==> src/rtl/seq_divider_if.sv <==
// Operand/result bundle for seq_divider: run button and operands in, quotient,
// remainder and status flags out.
interface seq_divider_if;
  logic       Start;
  logic [7:0] Dividend;
  logic [7:0] Divisor;
  logic [7:0] Quotient;
  logic [7:0] Remainder;
  logic       Busy;
  logic       Done;
  logic       Div_Zero;
  logic       Overflow;

  modport master (
    output Start, Dividend, Divisor,
    input  Quotient, Remainder, Busy, Done, Div_Zero, Overflow
  );

  modport slave (
    input  Start, Dividend, Divisor,
    output Quotient, Remainder, Busy, Done, Div_Zero, Overflow
  );
endinterface

==> src/rtl/seq_divider.sv <==
// seq_divider: 8-bit sequential restoring divider, one quotient bit per clock.
// Define DIVIDER_SIGNED_EN for two's-complement operands with sign correction and Overflow.
module seq_divider (
  input  logic         Clk,
  input  logic         Reset,
  seq_divider_if.slave div_if
);
  typedef enum logic [2:0] {IDLE, LOAD, ITER, FIX, DONE} state_t;

  state_t     state_q, state_d;
  logic       start_q;
  logic [7:0] dvd_q, dvd_d;
  logic [7:0] dvs_q, dvs_d;
  logic [7:0] q_q, q_d;
  logic [7:0] d_q, d_d;
  logic [7:0] r_q, r_d;
  logic [2:0] count_q, count_d;
  logic [7:0] quot_q, quot_d;
  logic [7:0] rem_q, rem_d;
  logic       busy_q, busy_d;
  logic       done_q, done_d;
  logic       dz_q, dz_d;
  logic       ovf_q, ovf_d;

  logic       start_rise;
  logic [8:0] s;
  logic [7:0] dvd_mag, dvs_mag;
  logic       neg_quot, neg_rem, ovf_case;

  assign start_rise = div_if.Start & ~start_q;
  assign s          = {r_q, q_q[7]};

`ifdef DIVIDER_SIGNED_EN
  // |-128| wraps to 8'h80, which is exactly the unsigned magnitude 128.
  assign dvd_mag  = dvd_q[7] ? -dvd_q : dvd_q;
  assign dvs_mag  = dvs_q[7] ? -dvs_q : dvs_q;
  assign neg_quot = dvd_q[7] ^ dvs_q[7];
  assign neg_rem  = dvd_q[7];
  assign ovf_case = (dvd_q == 8'h80) && (dvs_q == 8'hFF);
`else
  assign dvd_mag  = dvd_q;
  assign dvs_mag  = dvs_q;
  assign neg_quot = 1'b0;
  assign neg_rem  = 1'b0;
  assign ovf_case = 1'b0;
`endif

  always_comb begin
    state_d = state_q;
    dvd_d   = dvd_q;
    dvs_d   = dvs_q;
    q_d     = q_q;
    d_d     = d_q;
    r_d     = r_q;
    count_d = count_q;
    quot_d  = quot_q;
    rem_d   = rem_q;
    dz_d    = dz_q;
    ovf_d   = ovf_q;
    case (state_q)
      IDLE: begin
        if (start_rise) begin
          dvd_d   = div_if.Dividend;
          dvs_d   = div_if.Divisor;
          state_d = LOAD;
        end
      end
      LOAD: begin
        dz_d  = 1'b0;
        ovf_d = 1'b0;
        if (dvs_q == 8'h00) begin
          dz_d    = 1'b1;
          quot_d  = 8'hFF;
          rem_d   = dvd_q;
          state_d = DONE;
        end else begin
          q_d     = dvd_mag;
          d_d     = dvs_mag;
          r_d     = 8'h00;
          count_d = 3'd0;
          state_d = ITER;
        end
      end
      ITER: begin
        // Partial remainder stays below the divisor, so 8 bits hold it after the subtract.
        if (s >= {1'b0, d_q}) begin
          r_d = s[7:0] - d_q;
          q_d = {q_q[6:0], 1'b1};
        end else begin
          r_d = s[7:0];
          q_d = {q_q[6:0], 1'b0};
        end
        if (count_q == 3'd7) state_d = FIX;
        else                 count_d = count_q + 3'd1;
      end
      FIX: begin
        quot_d = neg_quot ? -q_q : q_q;
        rem_d  = neg_rem  ? -r_q : r_q;
        if (ovf_case) begin
          ovf_d  = 1'b1;
          quot_d = 8'h80;
          rem_d  = 8'h00;
        end
        state_d = DONE;
      end
      DONE: begin
        // Leave only once Done has been shown for at least one cycle.
        if (!div_if.Start && done_q) state_d = IDLE;
      end
      default: state_d = IDLE;
    endcase
    busy_d = (state_q == LOAD) || (state_q == ITER);
    done_d = (state_d == DONE) && (state_q != LOAD);
  end

  always_ff @(posedge Clk) begin
    if (Reset) begin
      state_q <= IDLE;
      start_q <= 1'b1;
      dvd_q   <= 8'h00;
      dvs_q   <= 8'h00;
      q_q     <= 8'h00;
      d_q     <= 8'h00;
      r_q     <= 8'h00;
      count_q <= 3'd0;
      quot_q  <= 8'h00;
      rem_q   <= 8'h00;
      busy_q  <= 1'b0;
      done_q  <= 1'b0;
      dz_q    <= 1'b0;
      ovf_q   <= 1'b0;
    end else begin
      state_q <= state_d;
      start_q <= div_if.Start;
      dvd_q   <= dvd_d;
      dvs_q   <= dvs_d;
      q_q     <= q_d;
      d_q     <= d_d;
      r_q     <= r_d;
      count_q <= count_d;
      quot_q  <= quot_d;
      rem_q   <= rem_d;
      busy_q  <= busy_d;
      done_q  <= done_d;
      dz_q    <= dz_d;
      ovf_q   <= ovf_d;
    end
  end

  assign div_if.Quotient  = quot_q;
  assign div_if.Remainder = rem_q;
  assign div_if.Busy      = busy_q;
  assign div_if.Done      = done_q;
  assign div_if.Div_Zero  = dz_q;
  assign div_if.Overflow  = ovf_q;
endmodule

==> src/flat_wrapper.sv <==
// flat-port wrapper written by rule: the top's interface ports become plain ports
module seq_divider_flat 
  (Clk, Reset, div_if_Start, div_if_Dividend, div_if_Divisor, div_if_Quotient, div_if_Remainder, div_if_Busy, div_if_Done, div_if_Div_Zero, div_if_Overflow);
  seq_divider_if div_if_i ();
  input  logic Clk;
  input  logic Reset;
  input wire logic [$bits(div_if_i.Start)-1:0] div_if_Start;
  input wire logic [$bits(div_if_i.Dividend)-1:0] div_if_Dividend;
  input wire logic [$bits(div_if_i.Divisor)-1:0] div_if_Divisor;
  output wire logic [$bits(div_if_i.Quotient)-1:0] div_if_Quotient;
  output wire logic [$bits(div_if_i.Remainder)-1:0] div_if_Remainder;
  output wire logic [$bits(div_if_i.Busy)-1:0] div_if_Busy;
  output wire logic [$bits(div_if_i.Done)-1:0] div_if_Done;
  output wire logic [$bits(div_if_i.Div_Zero)-1:0] div_if_Div_Zero;
  output wire logic [$bits(div_if_i.Overflow)-1:0] div_if_Overflow;
  assign div_if_i.Start = div_if_Start;
  assign div_if_i.Dividend = div_if_Dividend;
  assign div_if_i.Divisor = div_if_Divisor;
  assign div_if_Quotient = div_if_i.Quotient;
  assign div_if_Remainder = div_if_i.Remainder;
  assign div_if_Busy = div_if_i.Busy;
  assign div_if_Done = div_if_i.Done;
  assign div_if_Div_Zero = div_if_i.Div_Zero;
  assign div_if_Overflow = div_if_i.Overflow;
  seq_divider u_core (.Clk(Clk), .Reset(Reset), .div_if(div_if_i));
endmodule
==> config.mk <==
export PLATFORM = sky130hd
export DESIGN_NAME = seq_divider_flat
export DESIGN_NICKNAME = d
export VERILOG_FILES = /design/src/rtl/seq_divider_if.sv /design/src/rtl/seq_divider.sv /design/src/flat_wrapper.sv
export SDC_FILE = /design/constraint.sdc
export NUM_CORES = 1
export LEC_CHECK = 0
export BUFFER_PORTS_ARGS = -buffer_cell sky130_fd_sc_hd__buf_4
export CAP_MARGIN = 10
export CORE_ASPECT_RATIO = 1.75
export CORE_MARGIN = 3
export CORE_UTILIZATION = 61
export CTS_CLUSTER_SIZE = 20
export DETAILED_ROUTE_END_ITERATION = 10
export HOLD_SLACK_MARGIN = 0.1
export PLACE_DENSITY = 0.84
export SYNTH_ARGS = -nofsm -noshare
export SYNTH_HDL_FRONTEND = slang
export SYNTH_SLANG_ARGS = --single-unit
==> constraint.sdc <==
create_clock -name Clk -period 3.1 [get_ports Clk]
set_input_delay 0.31 -clock Clk [delete_from_list [all_inputs] [get_ports Clk]]
set_output_delay 0.31 -clock Clk [all_outputs]
set_load 0.01 [all_outputs]
Word level (Yosys, flattened, before mapping)
Index checks and enable logic that the tools add are counted.

Register bits after elaboration: 66. Bits in latches: 0. Memory bits (writable): 0. ROM bits: 0. Bits of input ports: 19. Output and inout port bits: 20. Word-level logic and storage cells: 61. Memories: 0.

Add/subtract/negate cells: 2. Multiply operators: 0. Div/mod/pow operators: 0. Magnitude comparators: 1. Eq/ne operators: 10. Shift operators: 0. Mux-type cells: 19. Bitwise gates (word level): 3. Reduce and logical (&&, ||, !) cells: 13.

Operator list (count): $pmux 8 s2 (4); $mux 8 (5); $mux 3 (6); $pmux 3 s5 (1); $eq 3x3->1 const B (3); $ge 9x8->1 (1); $logic_not 8->1 (1); $reduce_and 2->1 (4); $sub 8x8->8 (1); $eq 3x2->1 const B (2); $pmux 3 s2 (1); $ne 2x2->1 const B (2); $reduce_bool 2->1 (2); $add 3x1->3 const B (1); $eq 3x1->1 const B (1); $logic_not 3->1 (1); $ne 3x1->1 const B (1); $reduce_and 3->1 (1); $logic_and 1x1->1 (2); $mux 1 (2); $ne 2x1->1 const B (1); $not 1->1 (2); $and 1x1->1 (1); $logic_not 1->1 (1); $logic_or 1x1->1 (1).

Logic depth before layout (Yosys ltp)
Gate-level depths: netlist of the first run.

Word-level depth: 6. Mapped depth: 9. Gate-level depth less buffers: 9.

Worst setup path before layout of the first run
OpenSTA, ideal clock, no wires.

Path type: register -> register. Start: register u_core.r_q[5]. End: register u_core.r_q[1]. Library setup time: 0.117 ns. Arrival time: 1.744 ns. Data required time: 2.983 ns. Setup slack: 1.239 ns. Cell stages (with the launch flop): 8. Buffers on the path: 1. Period minus slack after synthesis: 1.861 ns. Cell sequence: dfxtp_1 -> ha_1 -> a21oi_1 -> o221ai_1 -> a21oi_1 -> buf_2 -> o21ai_0 -> a22o_1.

Longest elaborated chain between the ends: 3.

RTL lines: start, declared (line seq_divider.sv:16) `logic [7:0] r_q, r_d;`; start signal, assigned (line seq_divider.sv:139) `r_q <= r_d;`; $ge 9x8->1 (line seq_divider.sv:86) `if (s >= {1'b0, d_q}) begin`; $mux 8 (line seq_divider.sv:86); $pmux 8 s2 (line seq_divider.sv:60) `case (state_q)`.

Every way passes these cells. A chain may end at the register's enable or synchronous reset.

Final worst setup path of the first run
Start: register u_core.state_q[1]. End: register u_core.count_q[1].

Longest elaborated chain between the ends: 3. Elaborated cells on any way between the ends: 7. Classes of those cells: 4 x eq/ne; 1 x mux; 2 x reduce/logical.

RTL lines: start, declared (line seq_divider.sv:10) `state_t state_q, state_d;`; start signal, assigned (line seq_divider.sv:133) `state_q <= state_d;`; $eq 3x1->1 / $eq 3x2->1 (equally long branches) (line seq_divider.sv:60); $ne 2x2->1 (no source line) / $reduce_bool 2->1 (equally long branches); $reduce_and 3->1 (no source line); end signal, assigned (line seq_divider.sv:140) `count_q <= count_d;`; end, declared (line seq_divider.sv:17) `logic [2:0] count_q, count_d;`.

Parallel ways exist; a longest one is shown, timed or not.

==> metrics.log, run 1 <==
[metrics] clock root buffer: sky130_fd_sc_hd__clkbuf_8
[metrics] count of cells resized by post-cts repair: 0
[metrics] leakage component of the power: 1.42 nW
[metrics] clock transition time at the flip-flop clock pins of the worst setup and hold paths: 70 ps
[metrics] number of search-and-repair iterations in the first detailed-routing pass: 5
[metrics] area delta synth->final: 15.1%
[metrics] setup repair after global routing missed its margin: false
[metrics] Clk Latency, worst-skew pair: 340 ps
[metrics] largest voltage drop on the vdd net: 0.452 mV
[metrics] Crit path arrival time: 2350 ps
[metrics] Warnings, synthesis: 0
[metrics] vias in the first global route: 2456
[metrics] critical path's most frequent cell: sky130_fd_sc_hd__nor2_1
[metrics] top cell type's share of synthesized area: 43.8%
[metrics] PortBufs: 37
[metrics] post-synthesis sequential area ratio: 43.8%
[metrics] DIE AREA: 5860 sq um
[metrics] post-synthesis async set-or-reset flop share: 0%
[metrics] worst slack after detailed placement: 970 ps
[metrics] number of DRC violations after detailed routing: 0
[metrics] transition time at the pin with the least slew margin: 882 ps
[metrics] CTS sink cnt: 66
[metrics] effective utilization at floorplan: 63.5%
[metrics] routed vias: 2574
[metrics] Commonest cells post-synth: sky130_fd_sc_hd__dfxtp_1, sky130_fd_sc_hd__nor2_1, sky130_fd_sc_hd__nand2_1
[metrics] outcome: finished clean
[metrics] # hold bufs at CTS: 0
[metrics] violation count after the first detailed-routing iteration: 123
[metrics] TritonCTS buffer count: 9
[metrics] standard-cell rows: 33
[metrics] die extent in y: 99.0 microns
[metrics] Antenna Violating Nets Remaining: 0
[metrics] syn_area_per_cell: 8.28 sq um
[metrics] largest driver fanout on the critical path: 18
[metrics] Final Net Count: 427
[metrics] ant diodes: 0
[metrics] placeable core region: 4750 sq um
[metrics] reg-to-reg slack, setup: 960 ps
[metrics] worst-case headroom to the max-slew limit: 41.0%
[metrics] number of setup buffers added after CTS: 0
[metrics] required time at the endpoint of the critical path: 3310 ps
[metrics] number of distinct library cells after synthesis: 45
[metrics] sequential cell area: 1320 sq um
[metrics] cell-by-cell trace of the critical path: nor3b_2, buf_4, nor2_1, a21oi_2, nand2_1, a22oi_1, nor2_1
[metrics] synthesis-stage register bit count: 66
[metrics] DP HPWL: 4690 microns
[metrics] multi-input logic area: 1550 sq um
[metrics] count of final max-slew check failures: 0
[metrics] detailed-route wire length per cell: 14.6 microns
[metrics] Max Fclk: 0.468 GHz
[metrics] cell with the largest stage delay on the worst path: sky130_fd_sc_hd__a21oi_2
[metrics] number of enable-type register cells in the synthesized netlist: 0
[metrics] Die Wd: 59.2 microns
[metrics] largest cells by area after synthesis: sky130_fd_sc_hd__dfxtp_1, sky130_fd_sc_hd__nor2_1, sky130_fd_sc_hd__nand2_1
[metrics] nature of the critical path startpoint: register
[metrics] Maximum Capacitance Violations: 0
[metrics] top-level port count: 39
[metrics] CTS HTree Levels: 3
[metrics] Power Dens Cells: 495 nW/um^2
[metrics] cell type contributing the most total cell area after synthesis: sky130_fd_sc_hd__dfxtp_1
[metrics] Synth Cell Area: 3020 sq um
[metrics] Final GP Congestion: 0.814
[metrics] maximum buffer depth of the clock tree: 2
[metrics] pin count of the biggest net entering global routing: 61
[metrics] crit end category: register
[metrics] wire length reported by the detailed router: 6610 microns
[metrics] aggregate negative setup slack: 0 ps
[metrics] final critical delay including setup and external delays: 2140 ps
[metrics] worst-case setup margin in the final layout: 963 ps
[metrics] via density per instance: 5.68
[metrics] Filler Cell Count: 388
[metrics] Crit path largest cell delay: 610 ps
[metrics] classification of the worst setup path: register to register
[metrics] antenna violations before repair: 0
[metrics] total global-route track usage: 24.9%
[metrics] predominant post-synthesis flop cell: sky130_fd_sc_hd__dfxtp_1
[metrics] final setup vio count: 0
[metrics] crit share post-route: 68.9%
[metrics] Synth Net Count: 394
[metrics] first-pass GRT wire length: 11000 microns
[metrics] worst clock skew on the final layout: 6.31 ps
[metrics] path category of the worst min-delay check: input port to register
[metrics] post-synthesis cell count: 364
[metrics] final-report hold violation count: 0
[metrics] clock tree from TritonCTS: yes
[metrics] share of post-route cells with drive strength above 1: 17.0%
[metrics] total overflow reported by the global router: 0
==> cell usage in the layout (no fill, tap or decap), types with 2 or more instances in the layout <==
master / instances
sky130_fd_sc_hd__a211oi_1: 4
sky130_fd_sc_hd__a211oi_2: 4
sky130_fd_sc_hd__a21oi_1: 35
sky130_fd_sc_hd__a21oi_2: 2
sky130_fd_sc_hd__a22o_1: 3
sky130_fd_sc_hd__a22oi_1: 2
sky130_fd_sc_hd__a2bb2oi_1: 2
sky130_fd_sc_hd__a311oi_1: 7
sky130_fd_sc_hd__a32oi_1: 2
sky130_fd_sc_hd__and3_1: 3
sky130_fd_sc_hd__buf_4: 41
sky130_fd_sc_hd__clkbuf_1: 2
sky130_fd_sc_hd__clkbuf_8: 10
sky130_fd_sc_hd__clkinv_2: 2
sky130_fd_sc_hd__dfxtp_1: 66
sky130_fd_sc_hd__ha_1: 10
sky130_fd_sc_hd__inv_1: 11
sky130_fd_sc_hd__mux2i_1: 13
sky130_fd_sc_hd__nand2_1: 57
sky130_fd_sc_hd__nand2b_1: 3
sky130_fd_sc_hd__nand3_1: 2
sky130_fd_sc_hd__nand3b_1: 2
sky130_fd_sc_hd__nor2_1: 66
sky130_fd_sc_hd__nor2b_1: 7
sky130_fd_sc_hd__nor3_1: 13
sky130_fd_sc_hd__nor3b_2: 2
sky130_fd_sc_hd__o21ai_0: 11
sky130_fd_sc_hd__xor2_1: 2
==> where the power goes <==
group | switching (mW) | internal, mW
Combinational | 0.0771 | 0.0601
Sequential | 0.0201 | 0.874
Clock | 0.302 | 0.387
Total | 0.400 | 1.32
==> cells by family (layout without fill, tap and decap cells) <==
kind of cell / count (synthesis) / after routing / share of synthesized area [%]
simple gates: 162 / 162 / 23.9
compound gates: 79 / 79 / 17.7
flops: 66 / 66 / 43.8
buf+inv: 30 / 67 / 4.73
mux: 13 / 13 / 4.32
fa+ha+maj: 11 / 11 / 4.81
xor+xnor: 2 / 2 / 0.581
other cells: 1 / 1 / 0.124
==> metrics by stage <==
step / total power [mW] / area [sq um] / hold WS (ps) / std cells / utilization (%)
floorplan: 1.00 / 3020 / 385 / 364 / -
global placement: 1.05 / 3290 / 463 / 438 / 69.2
detailed placement: 1.05 / 3290 / 465 / 438 / 69.2
CTS: 1.73 / 3470 / 172 / 453 / 73.1
global route: 1.79 / 3470 / 171 / 453 / 73.1
finish: 1.72 / 3470 / 184 / 453 / 73.1
==> worst paths after layout <==
check / start / to / depth (start not counted)
max: u_core.state_q[1]$_SDFF_PP0_ / u_core.count_q[1]$_SDFFE_PP0P_ / 7
min: div_if_Start / u_core.start_q$_SDFF_PP1_ / 2
max reg2reg: u_core.state_q[1]$_SDFF_PP0_ / u_core.count_q[1]$_SDFFE_PP0P_ / 7
min reg2reg: u_core.dvs_mag[2]$_SDFFE_PP0P_ / u_core.dvs_mag[2]$_SDFFE_PP0P_ / 2
==> critical path, delay by kind of cell, from the launching register on <==
kind,cells,cell delay [ps]
AOI/OAI and AO/OA,2,850
buffers and inverters,1,190
DFF,1,420
and+or+nand+nor,4,540
==> sequential cells by signal, indices dropped and copies added (netlist names) <==
signal and count:
u_core.div_if.Div_Zero 1, u_core.dvs_mag 8, u_core.q_q 8, u_core.div_if.Done 1, u_core.start_q 1, u_core.div_if.Quotient 8, u_core.state_q 3, u_core.div_if.Busy 1
u_core.r_q 8, u_core.count_q 3, u_core.div_if.Remainder 8, u_core.d_q 8, u_core.dvd_mag 8
==> layout make-up <==
class                      instances  area share (%)
inverter                          11            1.19
clock buffer                      12            4.18
timing repair buffer              41            8.86
clock inverter                     3            1.15
tap                               52            1.87
sequential                        66            38.1
multi-input combinational        268            44.7
==> per-layer routing <==
layer	share of wire (%)	global-route usage, %	wire [microns]	vias up
li1	-	-	-	1314
met1	38	27.2	2500	1164
met2	53	41.8	3530	75
met3	5.5	7.47	364	21
met4	3.3	13.4	217	0
met5	0	0	0	-
(Power assumes the default switching activity.)
==> run 2: changes to the inputs <==
- CORE_UTILIZATION: 61 -> 57
- PLACE_DENSITY: 0.84 -> 0.79
- clock period: 3.1 -> 2.2 ns (I/O delays scaled with it)
==> metrics.log, run 2 (synthesis gave the netlist of run 1 again) <==
[metrics] outcome: finished clean
[metrics] Die Wd: 61.0 microns (+3.1%)
[metrics] placed instance count: 443 (+1.1%)
[metrics] area delta synth->final: 16.8%
[metrics] Top delay family on crit path: simple AND/OR/NAND/NOR gates
[metrics] detailed-route wire length per cell: 14.0 microns (-4.3%)
[metrics] first-pass GRT wire length: 10400 microns (-5.8%)
[metrics] non-filler cells, final: 458 (+1.1%)
[metrics] path category of the worst min-delay check: input port to register
[metrics] final critical delay including setup and external delays: 1990 ps (-147 ps)
[metrics] clock tree from TritonCTS: yes
[metrics] CTS sink cnt: 66 (unchanged)
[metrics] total overflow reported by the global router: 0 (unchanged)
[metrics] Antenna Violating Nets Remaining: 0 (unchanged)
[metrics] worst clock skew on the final layout: 11.2 ps (+4.85 ps)
[metrics] maximum buffer depth of the clock tree: 2 (unchanged)
[metrics] required time at the endpoint of the critical path: 2410 ps (-900 ps)
[metrics] Max Fclk: 0.503 GHz (+7.4%)
[metrics] via density per instance: 5.58 (-1.7%)
[metrics] routed vias: 2557 (-0.66%)
[metrics] Clk Latency, worst-skew pair: 340 ps (about the same)
[metrics] number of setup buffers added after CTS: 0 (unchanged)
[metrics] critical path's most frequent cell: sky130_fd_sc_hd__nor2_1
[metrics] vias in the first global route: 2292 (-6.7%)
[metrics] most frequent cells in the layout: sky130_fd_sc_hd__dfxtp_1, sky130_fd_sc_hd__nor2_1, sky130_fd_sc_hd__nand2_1
[metrics] number of search-and-repair iterations in the first detailed-routing pass: 4 (-1)
[metrics] setup repair after global routing missed its margin: false
[metrics] violation count after the first detailed-routing iteration: 119 (-3.3%)
[metrics] DIE AREA: 6230 sq um (+6.4%)
[metrics] transition time at the pin with the least slew margin: 643 ps (-239 ps)
[metrics] aggregate negative setup slack: 0 ps (unchanged)
[metrics] pin count of the biggest net entering global routing: 61 (unchanged)
[metrics] effective utilization at floorplan: 59.6% (-3.9 points)
[metrics] final setup vio count: 0 (unchanged)
[metrics] total global-route track usage: 22.4% (-2.5 points)
[metrics] final-report hold violation count: 0 (unchanged)
[metrics] most common cell after layout, fill and taps aside: sky130_fd_sc_hd__dfxtp_1
[metrics] Maximum Capacitance Violations: 0 (unchanged)
[metrics] Crit path arrival time: 2200 ps (-150 ps)
[metrics] instance count on the critical path: 6 (-1)
[metrics] PortBufs: 37 (unchanged)
[metrics] CTS HTree Levels: 3 (unchanged)
[metrics] antenna violations before repair: 0 (unchanged)
[metrics] worst hold path cell count: 3 (+1)
[metrics] top-level port count: 39 (unchanged)
[metrics] nature of the critical path startpoint: register
[metrics] count of final max-slew check failures: 0 (unchanged)
[metrics] die extent in y: 102 microns (+3.2%)
[metrics] leakage component of the power: 1.44 nW (+1.1%)
[metrics] Worst Path Buf+Inv: 0 (-1)
[metrics] standard-cell rows: 34 (+3.0%)
[metrics] DP HPWL: 4660 microns (-0.64%)
[metrics] largest driver fanout on the critical path: 18 (unchanged)
[metrics] Crit path largest cell delay: 430 ps (-180 ps)
[metrics] depth of the worst register-to-register path: 6 (-1)
[metrics] share of post-route cells with drive strength above 1: 18.1% (+1.1 points)
[metrics] clock root buffer: sky130_fd_sc_hd__clkbuf_8
[metrics] ant diodes: 0 (unchanged)
[metrics] Filler Cell Count: 435 (+12%)
[metrics] largest voltage drop on the vdd net: 0.628 mV (+39%)
[metrics] crit end category: register
[metrics] worst-case headroom to the max-slew limit: 57.1% (+16 points)
[metrics] placeable core region: 5060 sq um (+6.6%)
[metrics] crit share post-route: 90.4% (+22 points)
[metrics] TritonCTS buffer count: 9 (unchanged)
[metrics] clock transition time at the flip-flop clock pins of the worst setup and hold paths: 70 ps (about the same)
[metrics] cell with the largest stage delay on the worst path: sky130_fd_sc_hd__a21oi_4
[metrics] Final Net Count: 431 (+0.94%)
[metrics] Power Dens Cells: 673 nW/um^2 (+36%)
[metrics] number of DRC violations after detailed routing: 0 (unchanged)
[metrics] cell-by-cell trace of the critical path: nor3b_2, nor2_1, a21oi_4, nand2_1, a22oi_1, nor2_1
[metrics] classification of the worst setup path: register to register
[metrics] area of all placed cells without fillers: 3520 sq um (+1.4%)
[metrics] wire length reported by the detailed router: 6400 microns (-3.2%)
[metrics] DP Area: 3320 sq um (+1.1%)
[metrics] Final GP Congestion: 0.809 (-0.69%)
==> run 2: cell types whose count changed in the layout (fill, tap and decap cells not counted), sizes merged <==
| cell | delta |
|---|---|
| clkinv | -1 |
| clkinvlp | +1 |
| dlygate4sd3 | +1 |
| buf | +3 |
| bufinv | -1 |
==> run 2: path summary, 6_finish.rpt <==
kind,from,end,slack [ps]
setup / recovery,u_core.state_q[0]$_SDFF_PP0_,u_core.count_q[2]$_SDFFE_PP0P_,210
hold / removal,div_if_Divisor[4],u_core.dvs_mag[4]$_SDFFE_PP0P_,120
setup reg to reg,u_core.state_q[0]$_SDFF_PP0_,u_core.count_q[2]$_SDFFE_PP0P_,210
hold reg to reg,u_core.dvs_mag[2]$_SDFFE_PP0P_,u_core.dvs_mag[2]$_SDFFE_PP0P_,470
==> run 2: timing repair <==
| item | 4_1_cts | 5_1_grt |
|---|---|---|
| endpoints found under the hold margin | 1 | 0 |
| hold buffers | 1 | 0 |
| resized for setup | 0 | 2 |
| setup endpoints to repair | 0 | 17 |
==> run 2: layer usage <==
metal	share of wire [%]	global-route usage (%)	wire, microns
met2	53	38.3	3360
met3	3.8	6.32	246
met4	2.6	10.2	168
met1	41	25.0	2620
met5	0	0	0
==> run 2: layout make-up <==
class                      count  area (sq um)  area share (%)
clock buffer                  12           165            4.69
clock inverter                 2          12.5           0.355
inverter                      11          41.3            1.17
multi-input combinational    268          1560            44.3
sequential                    66          1320            37.5
tap                           54          67.6            1.92
timing repair buffer          45           353            10.0
==> run 2: through the flow <==
step / worst slack, ps / hold slack (ps) / utilization (%) / power (mW)
2_1_floorplan: 339 / 295 / - / 1.41
3_3_place_gp: 197 / 435 / 65.7 / 1.48
3_5_place_dp: 97.0 / 437 / 65.7 / 1.48
4_1_cts: 74.8 / 112 / 69.4 / 2.38
5_1_grt: 5.04 / 121 / 69.6 / 2.45
6_report: 210 / 119 / 69.6 / 2.37
==> run 2: report_power, final <==
group	leakage (nW)	switching (mW)	internal, mW
combinational	0.814	0.112	0.0901
clock	0.0903	0.424	0.486
sequential	0.535	0.0275	1.23
total	1.44	0.564	1.81
==> run 2: worst min-delay path, delay by kind of cell <==
family,cells,cell delay (ps)
buf+inv,1,110
compound gates,1,50
simple gates,1,40
==> run 3: changes to the inputs <==
- BUFFER_PORTS_ARGS: -buffer_cell sky130_fd_sc_hd__buf_4 -> unset
- CORE_UTILIZATION: 57 -> 56
- DONT_BUFFER_PORTS: unset -> 1
- PLACE_DENSITY: 0.79 -> 0.74
- clock period: 2.2 -> 1.75 ns (I/O delays scaled with it)
==> metrics.log, run 3 (synthesis gave the netlist of run 1 again) <==
[metrics] outcome: finished with violations
[metrics] violated checks: negative setup slack
[metrics] clock transition time at the flip-flop clock pins of the worst setup and hold paths: 70 ps (about the same)
[metrics] DIE AREA: 6340 sq um (+1.7%)
[metrics] final-report hold violation count: 0 (unchanged)
[metrics] effective utilization at floorplan: 59.1% (-0.50 points)
[metrics] worst clock skew on the final layout: 9.41 ps (-1.75 ps)
[metrics] area delta synth->final: 34.4%
[metrics] multi-input logic area: 1780 sq um (+14%)
[metrics] worst hold path cell count: 2 (-1)
[metrics] violation count after the first detailed-routing iteration: 220 (+85%)
[metrics] Crit path arrival time: 2030 ps (-170 ps)
[metrics] Worst Path Buf+Inv: 1 (+1)
[metrics] TritonCTS buffer count: 9 (unchanged)
[metrics] Crit path largest cell delay: 390 ps (-40 ps)
[metrics] Antenna Violating Nets Remaining: 0 (unchanged)
[metrics] required time at the endpoint of the critical path: 1980 ps (-430 ps)
[metrics] crit end category: register
[metrics] Power Dens Cells: 786 nW/um^2 (+17%)
[metrics] final critical delay including setup and external delays: 1800 ps (-185 ps)
[metrics] routed vias: 2815 (+10%)
[metrics] maximum buffer depth of the clock tree: 2 (unchanged)
[metrics] path category of the worst min-delay check: input port to register
[metrics] placeable core region: 5100 sq um (+0.84%)
[metrics] Hold Worst Slack: 162 ps (+42.5 ps)
[metrics] setup repair after global routing missed its margin: true
[metrics] Clk Latency, worst-skew pair: 340 ps (about the same)
[metrics] sequential cell area: 1330 sq um (+0.66%)
[metrics] depth of the worst register-to-register path: 9 (+3)
[metrics] Maximum Capacitance Violations: 0 (unchanged)
[metrics] Filler Cell Count: 306 (-30%)
[metrics] cell with the largest stage delay on the worst path: sky130_fd_sc_hd__fa_2
[metrics] top-level port count: 39 (unchanged)
[metrics] Die Wd: 61.5 microns (+0.80%)
[metrics] clock tree from TritonCTS: yes
[metrics] worst-case setup margin in the final layout: -54.4 ps (-265 ps)
[metrics] clock root buffer: sky130_fd_sc_hd__clkbuf_8
[metrics] ant diodes: 0 (unchanged)
[metrics] total overflow reported by the global router: 0 (unchanged)
[metrics] most frequent cells in the layout: sky130_fd_sc_hd__dfxtp_1, sky130_fd_sc_hd__nand2_1, sky130_fd_sc_hd__nor2_1
[metrics] Final Net Count: 450 (+4.4%)
[metrics] detailed-route wire length per cell: 17.9 microns (+28%)
[metrics] wire length reported by the detailed router: 8540 microns (+33%)
[metrics] Top delay family on crit path: adder cells
[metrics] standard-cell rows: 34 (unchanged)
[metrics] DP HPWL: 4820 microns (+3.3%)
[metrics] leakage component of the power: 1.62 nW (+13%)
[metrics] die extent in y: 103 microns (+0.84%)
[metrics] nature of the critical path startpoint: register
[metrics] cell-by-cell trace of the critical path: inv_2, ha_4, fa_2, nor2b_4, nor3_4, o21bai_1, a21oi_2, mux2i_1, nand2_1
[metrics] largest driver fanout on the critical path: 3 (-15)
[metrics] count of final max-slew check failures: 0 (unchanged)
[metrics] crit share post-route: 103% (+13 points)
[metrics] share of post-route cells with drive strength above 1: 27.7% (+9.6 points)
[metrics] CTS sink cnt: 66 (unchanged)
[metrics] fraction of the core area covered by cells at the end of the flow: 79.4% (+9.8 points)
[metrics] antenna violations before repair: 0 (unchanged)
[metrics] PortBufs: 0 (-100%)
[metrics] CTS HTree Levels: 3 (unchanged)
[metrics] most common cell after layout, fill and taps aside: sky130_fd_sc_hd__dfxtp_1
[metrics] worst-case headroom to the max-slew limit: 62.3% (+5.2 points)
[metrics] largest voltage drop on the vdd net: 0.744 mV (+18%)
[metrics] number of DRC violations after detailed routing: 0 (unchanged)
[metrics] number of search-and-repair iterations in the first detailed-routing pass: 4 (unchanged)
[metrics] via density per instance: 5.90 (+5.7%)
[metrics] vias in the first global route: 2740 (+20%)
[metrics] total global-route track usage: 25.9% (+3.4 points)
[metrics] instance count on the critical path: 9 (+3)
[metrics] Final GP Congestion: 0.908 (+12%)
[metrics] first-pass GRT wire length: 12100 microns (+16%)
[metrics] classification of the worst setup path: register to register
[metrics] final setup vio count: 10 (+10)
[metrics] transition time at the pin with the least slew margin: 564 ps (-79.3 ps)
[metrics] pin count of the biggest net entering global routing: 59 (-3.3%)
[metrics] Max Fclk: 0.554 GHz (+10%)
## run 3: changes by cell type in the layout (fill, tap and decap cells not counted), sizes merged
cell and change:
buf -1, bufinv +1, clkbuf +1, clkinv +1, clkinvlp -1, dlygate4sd3 +18
## run 3: area by class of cell
type | count | area share [%]
clock buffers | 11 | 3.73
clock inverters | 3 | 0.988
inverters | 11 | 1.02
multi-input cells | 268 | 43.9
flip-flops and latches | 66 | 32.8
well taps | 54 | 1.67
repair buffers | 64 | 15.9
## run 3: through the flow
step	TNS [ps]	cell area [sq um]	worst slack, ps	instances	total power [mW]
floorplan	0	3020	29.5	364	1.77
global placement	-102	3250	-56.1	431	1.81
detailed placement	-816	3250	-125	431	1.82
CTS	-104	3790	-53.7	472	3.15
global route	-2310	4050	-149	477	3.28
finish	-299	4050	-54.4	477	3.19
## run 3: power by group
group          total [mW]  internal (mW)  switching, mW
logic               0.334          0.165          0.169
clock network        1.26          0.714          0.545
registers            1.59           1.55         0.0441
total                3.19           2.43          0.758
## run 3: path summary, 6_finish.rpt
kind | startpoint | end | slack [ps]
setup / recovery | u_core.q_q[7]$_SDFFE_PP0P_ | u_core.r_q[6]$_SDFFE_PP0P_ | -50
hold / removal | Reset | u_core.r_q[2]$_SDFFE_PP0P_ | 160
setup reg to reg | u_core.q_q[7]$_SDFFE_PP0P_ | u_core.r_q[6]$_SDFFE_PP0P_ | -50
hold reg to reg | u_core.dvs_mag[7]$_SDFFE_PP0P_ | u_core.dvs_mag[7]$_SDFFE_PP0P_ | 490
## run 3: what timing repair did
item / 4_1_cts / 5_1_grt
hold buffers: 20 / 0
resized for setup: 16 / 44
pin swaps: 7 / 22
setup buffers: 6 / 3
cloned: 1 / 2
endpoints found under the hold margin: 61 / 0
endpoints found under the setup margin: 27 / 40
## run 3: per-layer routing
metal | GRT usage, % | up-vias | routed length, microns
li1 | - | 1364 | -
met1 | 24.6 | 1332 | 2970
met2 | 48.5 | 85 | 4880
met3 | 7.77 | 34 | 341
met4 | 11.3 | 0 | 345
met5 | 0 | - | 0
